<file path="config.mk">
export PLATFORM = sky130hd
export DESIGN_NAME = spram_fifo_ctrl
export DESIGN_NICKNAME = d
export VERILOG_FILES = /design/src/rtl/spram_fifo_pkg.sv /design/src/rtl/fifo_skid_buffer.sv /design/src/rtl/spram_fifo_ctrl.sv
export SDC_FILE = /design/constraint.sdc
export NUM_CORES = 1
export LEC_CHECK = 0
export BUFFER_PORTS_ARGS = -buffer_cell sky130_fd_sc_hd__buf_2
export CAP_MARGIN = 15
export CORE_UTILIZATION = 58
export DETAILED_ROUTE_END_ITERATION = 10
export PLACE_DENSITY = 0.9
export RECOVER_POWER = 25
export SYNTH_ARGS = -nofsm -noshare
export SYNTH_HDL_FRONTEND = slang
export SYNTH_SLANG_ARGS = --single-unit
</file>
<file path="constraint.sdc">
create_clock -name clock -period 4.72 [get_ports clock]
set_clock_uncertainty 0.05 [all_clocks]
set_input_delay 1.416 -clock clock [delete_from_list [all_inputs] [get_ports clock]]
set_output_delay 1.416 -clock clock [all_outputs]
set_load 0.02 [all_outputs]
</file>
<file path="src/rtl/spram_fifo_pkg.sv">
// spram_fifo_pkg
//   Shared constants and helpers for the single-port-RAM stream FIFO
//   controller and its output skid buffer.
//     RAM_RD_LATENCY : cycles from address to registered RAM data (1)
//     SKID_DEPTH     : entries in the output skid buffer (2)
//     OCC_W          : width of the skid occupancy / pending-read sum
//     count_width()  : width of the total-occupancy counter
package spram_fifo_pkg;

  localparam int RAM_RD_LATENCY = 1;
  localparam int SKID_DEPTH     = 2;

  // Wide enough for skid occupancy plus any reads still in the RAM pipe.
  localparam int OCC_W = $clog2(SKID_DEPTH + RAM_RD_LATENCY + 1);

  // Total storage is DEPTH + SKID_DEPTH, so two extra bits cover 0..DEPTH+2.
  function automatic int count_width(input int addr_width);
    return addr_width + 2;
  endfunction

endpackage

</file>
<file path="src/rtl/fifo_skid_buffer.sv">
// fifo_skid_buffer
//   Two-entry FIFO that catches words returning from the RAM. Push and pop
//   may happen in the same cycle. The caller never pushes when full and
//   never pops when empty.
//   Ports:
//     clock      in   rising-edge clock
//     clear      in   asynchronous active-low reset (control state only)
//     push       in   store push_data this cycle
//     push_data  in   word to store
//     pop        in   drop the head entry this cycle
//     head       out  oldest stored word
//     occupancy  out  number of stored words (0..SKID_DEPTH)
import spram_fifo_pkg::*;

module fifo_skid_buffer #(
  parameter int DATA_WIDTH = 8
) (
  input  logic                  clock,
  input  logic                  clear,
  input  logic                  push,
  input  logic [DATA_WIDTH-1:0] push_data,
  input  logic                  pop,
  output logic [DATA_WIDTH-1:0] head,
  output logic [OCC_W-1:0]      occupancy
);

  logic [DATA_WIDTH-1:0] slot [SKID_DEPTH];
  logic                  wr_idx;
  logic                  rd_idx;
  logic [OCC_W-1:0]      occ;

  always_ff @(posedge clock or negedge clear) begin
    if (!clear) begin
      wr_idx <= 1'b0;
      rd_idx <= 1'b0;
      occ    <= '0;
    end else begin
      if (push) wr_idx <= ~wr_idx;
      if (pop)  rd_idx <= ~rd_idx;
      case ({push, pop})
        2'b10:   occ <= occ + OCC_W'(1);
        2'b01:   occ <= occ - OCC_W'(1);
        default: occ <= occ;
      endcase
    end
  end

  // Storage is data only; validity is carried entirely by occ.
  always_ff @(posedge clock) begin
    if (push) slot[wr_idx] <= push_data;
  end

  assign head      = slot[rd_idx];
  assign occupancy = occ;

endmodule

</file>
<file path="src/rtl/spram_fifo_ctrl.sv">
// spram_fifo_ctrl
//   Stream FIFO controller driving one external single-port RAM. Writes and
//   prefetch reads share the RAM port, alternating when both are pending.
//   Words returning from the RAM (one cycle after the read address) land in
//   a two-entry skid buffer that presents the head word downstream.
//   Ports:
//     clock     in   rising-edge clock, also clocks the RAM
//     clear     in   asynchronous active-low reset
//     wr_valid  in   upstream word present
//     wr_ready  out  word on wr_data accepted this cycle
//     wr_data   in   upstream word
//     rd_valid  out  rd_data holds the head word
//     rd_ready  in   downstream takes the head word
//     rd_data   out  head word (0 when rd_valid is low)
//     count     out  words held: RAM + in-flight read + skid buffer
//     ram_addr  out  RAM address
//     ram_data  out  RAM write data
//     ram_we    out  RAM write enable
//     ram_out   in   registered RAM read data
import spram_fifo_pkg::*;

module spram_fifo_ctrl #(
  parameter int ADDR_WIDTH = 4,
  parameter int DATA_WIDTH = 8
) (
  input  logic                              clock,
  input  logic                              clear,
  input  logic                              wr_valid,
  output logic                              wr_ready,
  input  logic [DATA_WIDTH-1:0]             wr_data,
  output logic                              rd_valid,
  input  logic                              rd_ready,
  output logic [DATA_WIDTH-1:0]             rd_data,
  output logic [count_width(ADDR_WIDTH)-1:0] count,
  output logic [ADDR_WIDTH-1:0]             ram_addr,
  output logic [DATA_WIDTH-1:0]             ram_data,
  output logic                              ram_we,
  input  logic [DATA_WIDTH-1:0]             ram_out
);

  localparam int                    DEPTH    = 1 << ADDR_WIDTH;
  localparam int                    CNT_W    = count_width(ADDR_WIDTH);
  localparam logic [ADDR_WIDTH:0]   RAM_FULL = (ADDR_WIDTH + 1)'(DEPTH);

  logic [ADDR_WIDTH-1:0] wptr;
  logic [ADDR_WIDTH-1:0] rptr;
  logic [ADDR_WIDTH:0]   ram_cnt;
  logic                  last_rd;
  logic [CNT_W-1:0]      count_r;
  logic                  inflight_p1;

  logic [OCC_W-1:0]      buf_cnt;
  logic [OCC_W-1:0]      pending;
  logic [DATA_WIDTH-1:0] head;
  logic                  want_rd;
  logic                  want_wr;
  logic                  wr_fire;
  logic                  rd_issue;
  logic                  rd_pop;

  // Stage p0: arbitration and RAM port drive
  // A read is only issued if the skid buffer is guaranteed room for it when
  // it returns, counting the read already travelling through the RAM.
  assign pending  = buf_cnt + OCC_W'(inflight_p1);
  assign want_rd  = (ram_cnt != '0) && (pending < OCC_W'(SKID_DEPTH));
  assign want_wr  = (ram_cnt != RAM_FULL);

  // Write loses only when a read also wants the port and the read was not
  // the last one served. Gating with clear keeps the port quiet in reset.
  assign wr_ready = clear && want_wr && !(want_rd && !last_rd);
  assign wr_fire  = wr_valid && wr_ready;
  // An idle write grant falls through to a read in the same cycle.
  assign rd_issue = want_rd && !wr_fire;

  assign ram_we   = wr_fire;
  assign ram_addr = wr_fire ? wptr : rptr;
  assign ram_data = wr_data;

  assign rd_valid = (buf_cnt != '0);
  assign rd_pop   = rd_valid && rd_ready;
  assign rd_data  = rd_valid ? head : '0;
  assign count    = count_r;

  always_ff @(posedge clock or negedge clear) begin
    if (!clear) begin
      wptr        <= '0;
      rptr        <= '0;
      ram_cnt     <= '0;
      last_rd     <= 1'b0;
      inflight_p1 <= 1'b0;
      count_r     <= '0;
    end else begin
      if (wr_fire)  wptr <= wptr + ADDR_WIDTH'(1);
      if (rd_issue) rptr <= rptr + ADDR_WIDTH'(1);

      // wr_fire and rd_issue are mutually exclusive by construction.
      if (wr_fire)       ram_cnt <= ram_cnt + (ADDR_WIDTH + 1)'(1);
      else if (rd_issue) ram_cnt <= ram_cnt - (ADDR_WIDTH + 1)'(1);

      if (rd_issue)     last_rd <= 1'b1;
      else if (wr_fire) last_rd <= 1'b0;

      inflight_p1 <= rd_issue;

      case ({wr_fire, rd_pop})
        2'b10:   count_r <= count_r + CNT_W'(1);
        2'b01:   count_r <= count_r - CNT_W'(1);
        default: count_r <= count_r;
      endcase
    end
  end

  // Stage p1: RAM data returns and is captured by the skid buffer
  fifo_skid_buffer #(
    .DATA_WIDTH (DATA_WIDTH)
  ) u_skid (
    .clock     (clock),
    .clear     (clear),
    .push      (inflight_p1),
    .push_data (ram_out),
    .pop       (rd_pop),
    .head      (head),
    .occupancy (buf_cnt)
  );

endmodule

</file>
# Word-level counts from Yosys, hierarchy flattened
# Memories as Yosys holds them, arrays and structs flattened.
# Cells that the tools add are included.
[word_totals]
latchBits = 0
out_inout_bits = 29
reg_bits = 25
inputBits = 20
elab_cells = 52
rom_bits = 0
mem_count = 1
ramBits = 16
[classes]
n_addsub = 9
bitwise_logic = 2
reduce_logical = 15
mul = 0
n_lt_le_gt_ge = 1
n_eq_ne = 5
shifts = 0
div_mod_pow = 0
mux = 10
[memory_table]
columns = ["memory", "depth", "width", "rd", "rd_clocked_by_memory_dff", "wr", "line", "source"]
rows = [
  ["u_skid.slot", 2, 8, 1, 0, 1, "fifo_skid_buffer.sv:27", "logic [DATA_WIDTH-1:0] slot [SKID_DEPTH];"],
]
[op_table]
columns = ["op", "n"]
rows = [
  ["one-hot mux 6 bit (2 select lines)", 1],
  ["two-way mux 5 bit", 2],
  ["adder 4 x 1 -> 4 bit (second input constant)", 2],
  ["two-way mux 8 bit", 1],
  ["nonzero test 2 bit", 4],
  ["logical AND 1 bit", 7],
  ["adder 6 x 1 -> 6 bit (second input constant)", 1],
  ["subtractor 6 x 1 -> 6 bit (second input constant)", 1],
  ["adder 5 x 1 -> 5 bit (second input constant)", 1],
  ["!= test 5 bit (second input constant)", 1],
  ["nonzero test 5 bit", 1],
  ["subtractor 5 x 1 -> 5 bit (second input constant)", 1],
  ["equality test 2 x 1 -> 1 bit (second input constant)", 2],
  ["equality test 2 bit (second input constant)", 2],
  ["two-way mux 1 bit", 4],
  ["two-way mux 4 bit", 1],
  ["one-hot mux 2 bit (2 select lines)", 1],
  ["zero test 1 bit", 3],
  ["adder 2 x 1 -> 2 bit", 1],
  ["adder 2 x 1 -> 2 bit (second input constant)", 1],
  ["< comparator 2 bit (second input constant)", 1],
  ["NOT 1 bit", 2],
  ["subtractor 2 x 1 -> 2 bit (second input constant)", 1],
]

# Depth between registers and ports, before layout
# Gate-level depths: netlist of run 1.
[logic_depth]
ltp_word = 11
depth_mapped = 13

# Hierarchy
# A second synthesis of run 1 with hierarchy kept.
[unflattened]
hier_cells = 198
area_unflattened_um2 = 2301.0
[by_module_without_submodules]
columns = ["mod", "cells_each", "seq_area_each_um2", "area_each_um2", "instances"]
rows = [
  ["spram_fifo_ctrl", 159, 525.5, 1545.2, 1],
  ["fifo_skid_buffer", 39, 580.6, 755.7, 1],
]

# Worst setup path after synthesis of run 1
# OpenSTA, ideal clock, no wires.
[synth_timing]
path_type = "input -> output"
startpoint = "in wr_valid"
endpoint = "out ram_addr[1]"
cell_stages = 3
slack_ns = 1.052
arrival_ns = 2.202
path_cell_list = "nand3_2 inv_4 mux2_1"
[synth_between]
elab_chain_len = 2
[synth_lines]
columns = ["element", "line", "source"]
rows = [
  ["start, declared", "spram_fifo_ctrl.sv:28", "input logic wr_valid,"],
  ["logical AND 1 bit", "spram_fifo_ctrl.sv:71", "assign wr_fire = wr_valid && wr_ready;"],
  ["net ram_we", "spram_fifo_ctrl.sv:37", "output logic ram_we,"],
  ["two-way mux 4 bit", "spram_fifo_ctrl.sv:76", "assign ram_addr = wr_fire ? wptr : rptr;"],
  ["end, declared", "spram_fifo_ctrl.sv:35", "output logic [ADDR_WIDTH-1:0] ram_addr,"],
]
# The timed path passes the listed nets, and every way through them passes these cells.

# Worst setup path in the final report of run 1
[layout_timing]
startpoint = "reg ram_cnt[0]"
endpoint = "out ram_addr[0]"
[layout_between]
elab_chain_len = 7
elab_cells_between_ends = 9
cone_classes = "1 x eq/ne; 1 x mux; 7 x reduce/logical"
[layout_lines]
columns = ["element", "line", "source"]
rows = [
  ["start, declared", "spram_fifo_ctrl.sv:47", "logic [ADDR_WIDTH:0] ram_cnt;"],
  ["start signal, assigned", "spram_fifo_ctrl.sv:97", "if (wr_fire) ram_cnt <= ram_cnt + (ADDR_WIDTH + 1)'(1);"],
  ["start signal, assigned", "spram_fifo_ctrl.sv:98", "else if (rd_issue) ram_cnt <= ram_cnt - (ADDR_WIDTH + 1)'(1);"],
  ["nonzero test 5 bit", "spram_fifo_ctrl.sv:65", "assign want_rd = (ram_cnt != '0) && (pending < OCC_W'(SKID_DEPTH));"],
  ["logical AND 1 bit", "spram_fifo_ctrl.sv:65", ""],
  ["logical AND 1 bit", "spram_fifo_ctrl.sv:70", "assign wr_ready = clear && want_wr && !(want_rd && !last_rd);"],
  ["zero test 1 bit", "spram_fifo_ctrl.sv:70", ""],
  ["logical AND 1 bit (*)", "spram_fifo_ctrl.sv:70", ""],
  ["logical AND 1 bit (*)", "spram_fifo_ctrl.sv:71", ""],
  ["two-way mux 4 bit (*)", "spram_fifo_ctrl.sv:76", ""],
]
# Every way passes the cells marked *; elsewhere a longest branch is shown, timed or not.

==> flow_metrics.env, run 1 <==
export IMPL_floorplan_io_pins=49
export IMPL_ys_flop_type="dfrtp_1"
export IMPL_fmaxAchievable_ghz=0.2563
export IMPL_synth_distinct_cells=45
export IMPL_detail_route_wl_per_cell_um=14.15
export IMPL_syn2layout_area_growth_pct=10.03
export IMPL_place_inst=265
export IMPL_dpl_cell_area_um2=2415
export IMPL_async_flop_share_pct=60.98
export IMPL_class_of_the_worst_hold_path="reg2reg"
export IMPL_finalMaxSlewViolations=0
export IMPL_worst_setup_ep_type="output port"
export IMPL_rsz0062_at_grt="false"
export IMPL_drt_drc_violations_left=0
export IMPL_synth_avg_cell_area_um2=11.46
export IMPL_post_cts_sizing_count=0
export IMPL_rr_worst_depth=10
export IMPL_setup_worst_path_class="reg2out"
export IMPL_path_max_fanout=9
export IMPL_maxcap_viol_count=0
export IMPL_cts_root_buffer_cell="clkbuf_8"
export IMPL_grt_total_usage_pct=20.89
export IMPL_power_density_nw_per_um2=813.7
export IMPL_cts_inserted_buffers=5
export IMPL_startpoint_of_the_worst_hold_path="count[5]"
export IMPL_design_area_um2=2497
export IMPL_nets=254
export IMPL_number_of_buffers_added_to_fix_hold_violations_after_cts=0
export IMPL_clk_buf_depth=2
export IMPL_postCtsSetupRepairBufs=0
export IMPL_die_height_um=64.56
export IMPL_ant_nets=0
export IMPL_grt_pass1_wl_um=6486
export IMPL_buffer_ports_inserted=32
export IMPL_synth_most_common_cell="dfrtp_1"
export IMPL_post_synth_top_area_fraction_pct=27.56
export IMPL_synth_area_leaders="dfrtp_1 (28%), edfxtp_1 (21%), xor2_1 (5.4%), ha_1 (5.0%), mux2i_1 (4.0%)"
export IMPL_r2r_end="ram_cnt[4]"
export IMPL_synth_enable_flop_cells=16
export IMPL_place_gp_congestion=0.8068
export IMPL_routed_via_density=5.623
export IMPL_seq_area_frac_synth_pct=48.73
export IMPL_outcome="finished clean"
export IMPL_number_of_global_route_vias_before_repair=1409
export IMPL_firstDrtPassIters=4
export IMPL_cts_htree_levels=2
export IMPL_design_die_area_um2=4167
export IMPL_startpoint_type="flop"
export IMPL_synthesis_nets=228
export IMPL_antennaDiodeCount=0
export IMPL_hpwl_um=2855
export IMPL_globalRouteOverflowTotal=0
export IMPL_timing_final_setup_violations=0
export IMPL_synthDominantAreaCellType="dfrtp_1"
export IMPL_start_util_pct=61.08
export IMPL_rows=22
export IMPL_netlist_area_um2=2270
export IMPL_period_share_pct=82.66
export IMPL_pin_count_of_the_biggest_net_entering_global_routing=30
export IMPL_totalWireLength_um=3862
export IMPL_critPathRequiredTime_ns=3.25
export IMPL_fin_cells=273
export IMPL_vdd_ir_drop_max_v=0.0003936
export IMPL_warnings_from_yosys=0
export IMPL_antenna_found_initial=0
export IMPL_worstMarginPinSlew_ns=0.6710
export IMPL_worst_hold_path_endpoint="count[5]"
export IMPL_totalNegativeSetupSlack_ns=0
export IMPL_leakagePower_nw=1.063
export IMPL_worstReg2RegStart="ram_cnt[0]"
export IMPL_timing_final_hold_violations=0
export IMPL_dr_first_iter_drc_count=65
export IMPL_ys_ff_latch=41
export IMPL_final_period_minus_worst_setup_slack_ns=3.902
export IMPL_insertion_delay_ns=0.29
export IMPL_placeableCoreArea_um2=3716
export IMPL_vias=1535
export IMPL_worstHoldPathCells=1
export IMPL_netlist_instances=198
export IMPL_max_slew_margin_rel_pct=55.10
export IMPL_drive_above_1_share_pct=24.89
export IMPL_worstPathArrival_ns=2.44
export IMPL_cts_clk_slew_worst_paths_ns=0.07
export IMPL_cts_tree="done"
export IMPL_synth_top_cells_by_count="dfrtp_1 (25), nor2_1 (19), edfxtp_1 (16)"
export IMPL_clock_sinks=41
export IMPL_ff2ff_setup_slack_ns=1.57
export IMPL_die_width_um=64.56
[sequential cells by signal, summed over array words and instances (netlist names)]
name	cells
u_skid.slot	16
count	6
ram_cnt	5
rptr	4
wptr	4
u_skid.occupancy	2
inflight_p1	1
last_rd	1
u_skid.rd_idx	1
u_skid.wr_idx	1
[worst max-delay path by stage]
stage / startpoint / end / slack, ns / cells past startpoint
3_3_place_gp: wr_valid / ram_addr[3] / 0.84 / 5
6_report: ram_cnt[0] / ram_addr[0] / 0.82 / 7
5_1_grt: ram_cnt[0] / ram_addr[0] / 0.62 / 7
2_1_floorplan: wr_valid / ram_addr[1] / 1.05 / 3
4_1_cts: ram_cnt[0] / ram_addr[0] / 0.79 / 7
3_5_place_dp: wr_valid / ram_addr[0] / 0.81 / 5
[critical path, cell delays in order, from the launching register on]
cell and delay, ns:
dfrtp_1 0.46, nor4_4 0.51, nor2_2 0.06, a22oi_2 0.19, nand3_2 0.23, inv_4 0.19
mux2_2 0.35, buf_2 0.16
[power breakdown]
group / total (mW) / switching [mW] / internal, mW
sequential: 0.745 / 0.201 / 0.543
clock: 0.218 / 0.116 / 0.102
combinational: 1.07 / 0.597 / 0.473
total: 2.03 / 0.914 / 1.12
[layer usage]
layer  GRT usage [%]  vias up  wire (um)
met4           7.778        0         64
li1                -      744          -
met5               0        -          0
met3           5.986        8        213
met1           26.74      736       1717
met2           33.68       47       1867
[cell usage in the layout (no fill, tap or decap), types with 8 or more instances in the layout]
cell,synthesis,routed
a21oi_1,11,11
dfrtp_1,25,25
edfxtp_1,16,16
nand2_1,8,8
mux2i_1,9,9
ha_1,9,9
o21ai_0,10,10
buf_2,0,29
xor2_1,14,14
xnor2_1,8,8
nor2_1,19,19
[cells by family after synthesis]
family / count (synthesis) / share of synthesized area [%]
compound gates: 38 / 10.86
fa+ha+maj: 10 / 5.844
simple gates: 49 / 12.46
mux: 16 / 7.442
xor+xnor: 24 / 9.923
flops: 41 / 48.73
buf+inv: 20 / 4.741
[final cells by class]
class | count | area (um2)
Timing Repair Buffer | 33 | 163.9
Clock inverter | 3 | 17.52
Clock buffer | 5 | 68.82
Tap cell | 48 | 60.06
Sequential cell | 41 | 1106
Multi-Input combinational cell | 137 | 1056
Inverter | 6 | 25.02
Fill cell | 279 | 1219
[metrics by stage]
stage	utilization, %	power, mW	setup slack, ns	hold WS (ns)
floorplan	-	1.562	1.052	0.3917
global route	67.21	2.198	0.6245	0.4565
detailed placement	64.98	1.827	0.8096	0.4092
CTS	67.31	2.049	0.7861	0.4244
global placement	64.98	1.772	0.8385	0.4147
finish	67.21	2.032	0.8183	0.4194
Power figures use the tool's default switching activity.
==> run 2: changes to the inputs <==
CORE_UTILIZATION = 49   (was 58)
PLACE_DENSITY = 0.82   (was 0.9)
clock period = 3.1 ns   (was 4.72 ns; I/O delays follow)
==> run 2 against run 1 <==
Global-route usage shrank 2.8 points. Combinational power grew 61%. Die area is 18% higher. Critical path depth unchanged. Final cell count rose by 4.0%. Worst hold slack better by 0.0080 ns. Sequential power up 50%. Non-clock buffer count increased by 7. Via count is 2.2% higher. Flip-flop and latch count is the same. Clock power increased by 99%.
==> flow_metrics.env, run 2 (synthesized netlist as in run 1, its figures left out) <==
export IMPL_timing_final_hold_violations=0
export IMPL_vias=1569
export IMPL_worst_setup_ep_type="output port"
export IMPL_cts_clk_slew_worst_paths_ns=0.08
export IMPL_largest_register_ff_count=16
export IMPL_vdd_ir_drop_max_v=0.0006271
export IMPL_critical_path_max_stage_delay_ns=0.46
export IMPL_leakagePower_nw=1.102
export IMPL_registers_top_by_ff_count="u_skid.slot"
export IMPL_rsz0062_at_grt="false"
export IMPL_rows=24
export IMPL_number_of_global_route_vias_before_repair=1492
export IMPL_insertion_delay_ns=0.30
export IMPL_clk_buf_depth=2
export IMPL_globalRouteOverflowTotal=0
export IMPL_fmaxAchievable_ghz=0.3302
export IMPL_timing_final_setup_violations=0
export IMPL_period_share_pct=97.70
export IMPL_power_density_nw_per_um2=1262
export IMPL_worst_path_max_delay_cell="dfrtp_2"
export IMPL_crit_cells=7
export IMPL_grt_pass1_wl_um=6872
export IMPL_cts_inserted_buffers=5
export IMPL_commonest_non_fill_non_tap_cells_in_the_layout="buf_2 (27), dfrtp_1 (23), nor2_1 (19)"
export IMPL_syn2layout_area_growth_pct=14.28
export IMPL_drive_above_1_share_pct=27.16
export IMPL_floorplan_io_pins=49
export IMPL_finalMaxSlewViolations=0
export IMPL_final_period_minus_worst_setup_slack_ns=3.029
export IMPL_nets=261
export IMPL_outcome="finished clean"
export IMPL_worstHoldPathCells=1
export IMPL_hpwl_um=2869
export IMPL_start_util_pct=51.42
export IMPL_antenna_found_initial=0
export IMPL_placeableCoreArea_um2=4414
export IMPL_cts_htree_levels=2
export IMPL_max_slew_margin_rel_pct=53.20
export IMPL_routed_via_density=5.525
export IMPL_maxcap_viol_count=0
export IMPL_fillers=374
export IMPL_grt_total_usage_pct=18.11
export IMPL_design_area_um2=2594
export IMPL_series_of_cell_instances_along_the_critical_path="nor4_4, nor2_2, a22oi_2, nand3_4, inv_6, mux2_2, buf_2"
export IMPL_cp_num_buf_inv=2
export IMPL_dr_first_iter_drc_count=56
export IMPL_drt_drc_violations_left=0
export IMPL_worstPathArrival_ns=2.05
export IMPL_number_of_buffers_added_to_fix_hold_violations_after_cts=0
export IMPL_antennaDiodeCount=0
export IMPL_worstMarginPinSlew_ns=0.6995
export IMPL_class_of_the_worst_hold_path="reg2reg"
export IMPL_clock_sinks=41
export IMPL_pin_count_of_the_biggest_net_entering_global_routing=30
export IMPL_die_width_um=70.06
export IMPL_ant_nets=0
export IMPL_dpl_cell_area_um2=2457
export IMPL_worst_path_dominant_cell_family="simple AND/OR/NAND/NOR gates"
export IMPL_firstDrtPassIters=4
export IMPL_buffer_ports_inserted=32
export IMPL_place_gp_congestion=0.8329
export IMPL_die_height_um=70.06
export IMPL_worst_hold_slack_ns=0.4274
export IMPL_detail_route_wl_per_cell_um=14.42
export IMPL_cts_root_buffer_cell="clkbuf_8"
export IMPL_cts_tree="done"
export IMPL_final_common_cell="buf_2"
export IMPL_rr_worst_depth=11
export IMPL_totalNegativeSetupSlack_ns=0
export IMPL_critPathRequiredTime_ns=2.12
export IMPL_setup_worst_path_class="reg2out"
export IMPL_totalWireLength_um=4096
export IMPL_fin_total_pwr_mw=3.274
export IMPL_design_die_area_um2=4908
export IMPL_startpoint_type="flop"
export IMPL_path_max_fanout=9
-- run 2: changes by cell type in the layout (fill, tap and decap cells not counted), sizes merged --
| cell | before | now |
|---|---|---|
| buf | 30 | 35 |
| clkbuf | 8 | 10 |
| bufinv | 0 | 1 |
| clkinv | 2 | 1 |
-- run 2: routing by layer --
| layer | vias to the layer above | GRT usage (%) | routed length, um |
|---|---|---|---|
| met1 | 748 | 22.00 | 1808 |
| li1 | 761 | - | - |
| met4 | 0 | 10.44 | 125 |
| met3 | 12 | 4.618 | 186 |
| met2 | 48 | 29.17 | 1976 |
| met5 | - | 0 | 0 |
-- run 2: timing repair --
| action | CTS | global route |
|---|---|---|
| buffers inserted | 2 | 0 |
| gates cloned | 0 | 0 |
| endpoints found under the setup margin | 4 | 5 |
| resized for setup | 3 | 1 |
| pin swaps | 1 | 1 |
-- run 2: per-stage QoR --
step           instances  setup WS (ns)  utilization (%)
3_3_place_gp         274         0.1807            55.67
5_1_grt              284       0.008324            58.76
3_5_place_dp         274         0.1538            55.67
2_1_floorplan        198         0.1776                -
4_1_cts              284       0.003415            58.87
6_report             284        0.07131            58.76
-- run 2: worst paths after layout --
path / from / end / slack (ns)
setup / recovery: ram_cnt[1] / ram_addr[3] / 0.07
hold / removal: count[5] / count[5] / 0.43
setup reg to reg: ram_cnt[1] / ram_cnt[4] / 0.17
hold reg to reg: count[5] / count[5] / 0.43
max in group asynchronous: clear / ram_cnt[1] / 2.03
min in group asynchronous: clear / wptr[1] / 0.69
-- run 2: cell type report --
cell class	count	area [um2]	share of cell area [%]
sequential	41	1109	42.74
multi-input combinational	137	1064	41.00
clock buffer	5	68.82	2.653
clock inverter	3	46.29	1.785
timing repair buffer	40	214.0	8.249
inverter	6	27.53	1.061
tap	52	65.06	2.508
-- run 2: worst reg2reg max path: stages (launching register included) --
cell and delay (ns):
dfrtp_2 0.46, nor4_4 0.30, nor2_2 0.06, a22oi_2 0.19, nand3_4 0.13, buf_4 0.19, fa_1 0.46, a21o_1 0.20
a21oi_1 0.35, a2111oi_0 0.13, a31oi_1 0.17, o221a_2 0.20
-- run 2: where the power goes --
part	switching, mW	leakage [nW]	internal (mW)
combinational	0.944	0.607	0.774
clock	0.192	0.0543	0.241
sequential	0.294	0.441	0.830
==> run 3: changes to the inputs <==
CORE_MARGIN = 4   (was default)
==> run 3 against run 2 <==
Clock power decreased by 4%. Combinational power increased by 6%. Via count fell by 2.0%. Critical path depth unchanged. Register-to-register slack improved by 0.11 ns. Routed wire length up 4.7%. Core utilization is 1.2 points higher.
==> flow_metrics.env, run 3 (synthesized netlist as in run 1, its figures left out) <==
export IMPL_syn2layout_area_growth_pct=16.65
export IMPL_timing_final_hold_violations=0
export IMPL_clock_sinks=41
export IMPL_die_width_um=76.06
export IMPL_routed_via_density=5.359
export IMPL_hpwl_um=2875
export IMPL_critPathRequiredTime_ns=2.12
export IMPL_share_seq_of_total_power_pct=33.5
export IMPL_drive_above_1_share_pct=29.79
export IMPL_fin_total_pwr_mw=3.359
export IMPL_cts_clk_slew_worst_paths_ns=0.08
export IMPL_r2r_end="ram_cnt[4]"
export IMPL_placeableCoreArea_um2=4414
export IMPL_startpoint_of_the_worst_hold_path="count[5]"
export IMPL_worst_setup_ep_type="output port"
export IMPL_path_max_fanout=7
export IMPL_ff2ff_setup_slack_ns=0.28
export IMPL_cts_root_buffer_cell="clkbuf_8"
export IMPL_firstDrtPassIters=4
export IMPL_combinationalPowerShare_pct=54.1
export IMPL_worst_hold_slack_ns=0.4174
export IMPL_worstHoldPathCells=1
export IMPL_grt_total_usage_pct=14.39
export IMPL_buffer_ports_inserted=32
export IMPL_dr_first_iter_drc_count=68
export IMPL_max_slew_margin_rel_pct=55.99
export IMPL_insertion_delay_ns=0.29
export IMPL_floorplan_io_pins=49
export IMPL_rows=24
export IMPL_cts_htree_levels=2
export IMPL_place_gp_congestion=0.8220
export IMPL_die_height_um=76.06
export IMPL_final_common_cell="buf_2"
export IMPL_internal_power_mw=1.910
export IMPL_ff_latch_area_um2=1110
export IMPL_worstPathArrival_ns=2.02
export IMPL_clkPwrFrac_pct=12.4
export IMPL_ant_nets=0
export IMPL_place_ws_ns=0.1591
export IMPL_clk_buf_depth=2
export IMPL_design_die_area_um2=5785
export IMPL_class_of_the_worst_hold_path="reg2reg"
export IMPL_worstReg2RegStart="ram_cnt[2]"
export IMPL_fmaxAchievable_ghz=0.3335
export IMPL_startpoint_type="flop"
export IMPL_power_switching_mw=1.449
export IMPL_registers_top_by_ff_count="u_skid.slot"
export IMPL_largest_register_ff_count=16
export IMPL_totalWireLength_um=4288
export IMPL_final_period_minus_worst_setup_slack_ns=2.999
export IMPL_nets=264
export IMPL_drt_drc_violations_left=0
export IMPL_rsz0062_at_grt="true"
export IMPL_vdd_ir_drop_max_v=0.0007468
export IMPL_number_of_global_route_vias_before_repair=1499
export IMPL_detail_route_wl_per_cell_um=14.94
export IMPL_globalRouteOverflowTotal=0
export IMPL_setup_worst_path_class="reg2out"
export IMPL_design_area_um2=2648
export IMPL_period_share_pct=96.73
export IMPL_outcome="finished clean"
export IMPL_dpl_cell_area_um2=2450
export IMPL_power_density_nw_per_um2=1269
export IMPL_timing_final_setup_violations=0
export IMPL_finalMaxSlewViolations=0
export IMPL_rr_worst_depth=11
export IMPL_number_of_buffers_added_to_fix_hold_violations_after_cts=0
export IMPL_fillers=360
export IMPL_setup_ws_ns=0.1013
export IMPL_leakagePower_nw=1.136
export IMPL_vias=1538
export IMPL_grt_pass1_wl_um=6775
export IMPL_antennaDiodeCount=0
export IMPL_pin_count_of_the_biggest_net_entering_global_routing=30
export IMPL_switching_share_pct=43.13
export IMPL_cts_tree="done"
export IMPL_worstMarginPinSlew_ns=0.6554
export IMPL_worst_hold_path_endpoint="count[5]"
export IMPL_start_util_pct=51.42
export IMPL_area_taken_by_multi_input_logic_gates_um2=1079
export IMPL_cts_inserted_buffers=5
export IMPL_antenna_found_initial=0
export IMPL_maxcap_viol_count=0
export IMPL_commonest_non_fill_non_tap_cells_in_the_layout="buf_2 (26), dfrtp_1 (22), nor2_1 (19)"
## run 3: cell types whose count changed in the layout (fill, tap and decap cells not counted), moves of 2 or more
cell	previous run	this run
buf_4	8	12
mux2_4	0	3
buf_6	0	2
clkbuf_1	5	3
mux2_2	4	2
## run 3: layout make-up
cell class,instances,area share [%]
Clock buffer,5,2.599
Clock inverter,3,1.560
Inverter,6,1.134
Multi-Input combinational cell,137,40.74
Sequential cell,41,41.92
Tap cell,52,2.457
Timing Repair Buffer,43,9.594
## run 3: stage by stage
step	setup TNS [ns]	util [%]	std cells
6_report	0	59.98	287
3_3_place_gp	0	55.50	273
3_5_place_dp	0	55.50	273
2_1_floorplan	0	-	198
5_1_grt	-0.007862	59.98	287
4_1_cts	0	58.42	282
## run 3: layer usage
layer | global-route usage (%) | routed length (um)
met5 | 0 | 0
met4 | 4.895 | 58
met3 | 6.265 | 294
met2 | 24.83 | 2169
met1 | 15.67 | 1767
## run 3: worst max-delay path by stage
stage | from | endpoint | depth (start not counted)
global placement | wr_valid | ram_addr[3] | 5
detailed placement | wr_valid | ram_cnt[4] | 8
CTS | ram_cnt[0] | ram_addr[3] | 7
floorplan | ram_cnt[0] | ram_addr[1] | 6
finish | ram_cnt[2] | ram_addr[1] | 7
global route | ram_cnt[2] | ram_addr[1] | 7
## run 3: critical path, stage by stage, from the launching register on
cell and delay, ns:
dfrtp_2 0.45, nor4_4 0.31, nor2_2 0.06, a22oi_2 0.20
nand3_4 0.14, inv_8 0.10, mux2_1 0.31, buf_2 0.16
## run 3: power groups by stage
| stage | Clock, mW | Combinational [mW] | Sequential (mW) |
|---|---|---|---|
| CTS | 0.429 | 1.71 | 1.13 |
| finish | 0.416 | 1.82 | 1.13 |
| detailed placement | 0 | 1.68 | 1.13 |
| global placement | 0 | 1.64 | 1.12 |
| global route | 0.457 | 2.00 | 1.16 |
| floorplan | 0 | 1.30 | 1.08 |
## run 3: timing repair
item	CTS	global route
buffers inserted	1	5
gates resized for setup	3	12
cloned	0	0
pin swaps	1	3
setup endpoints to repair	4	5
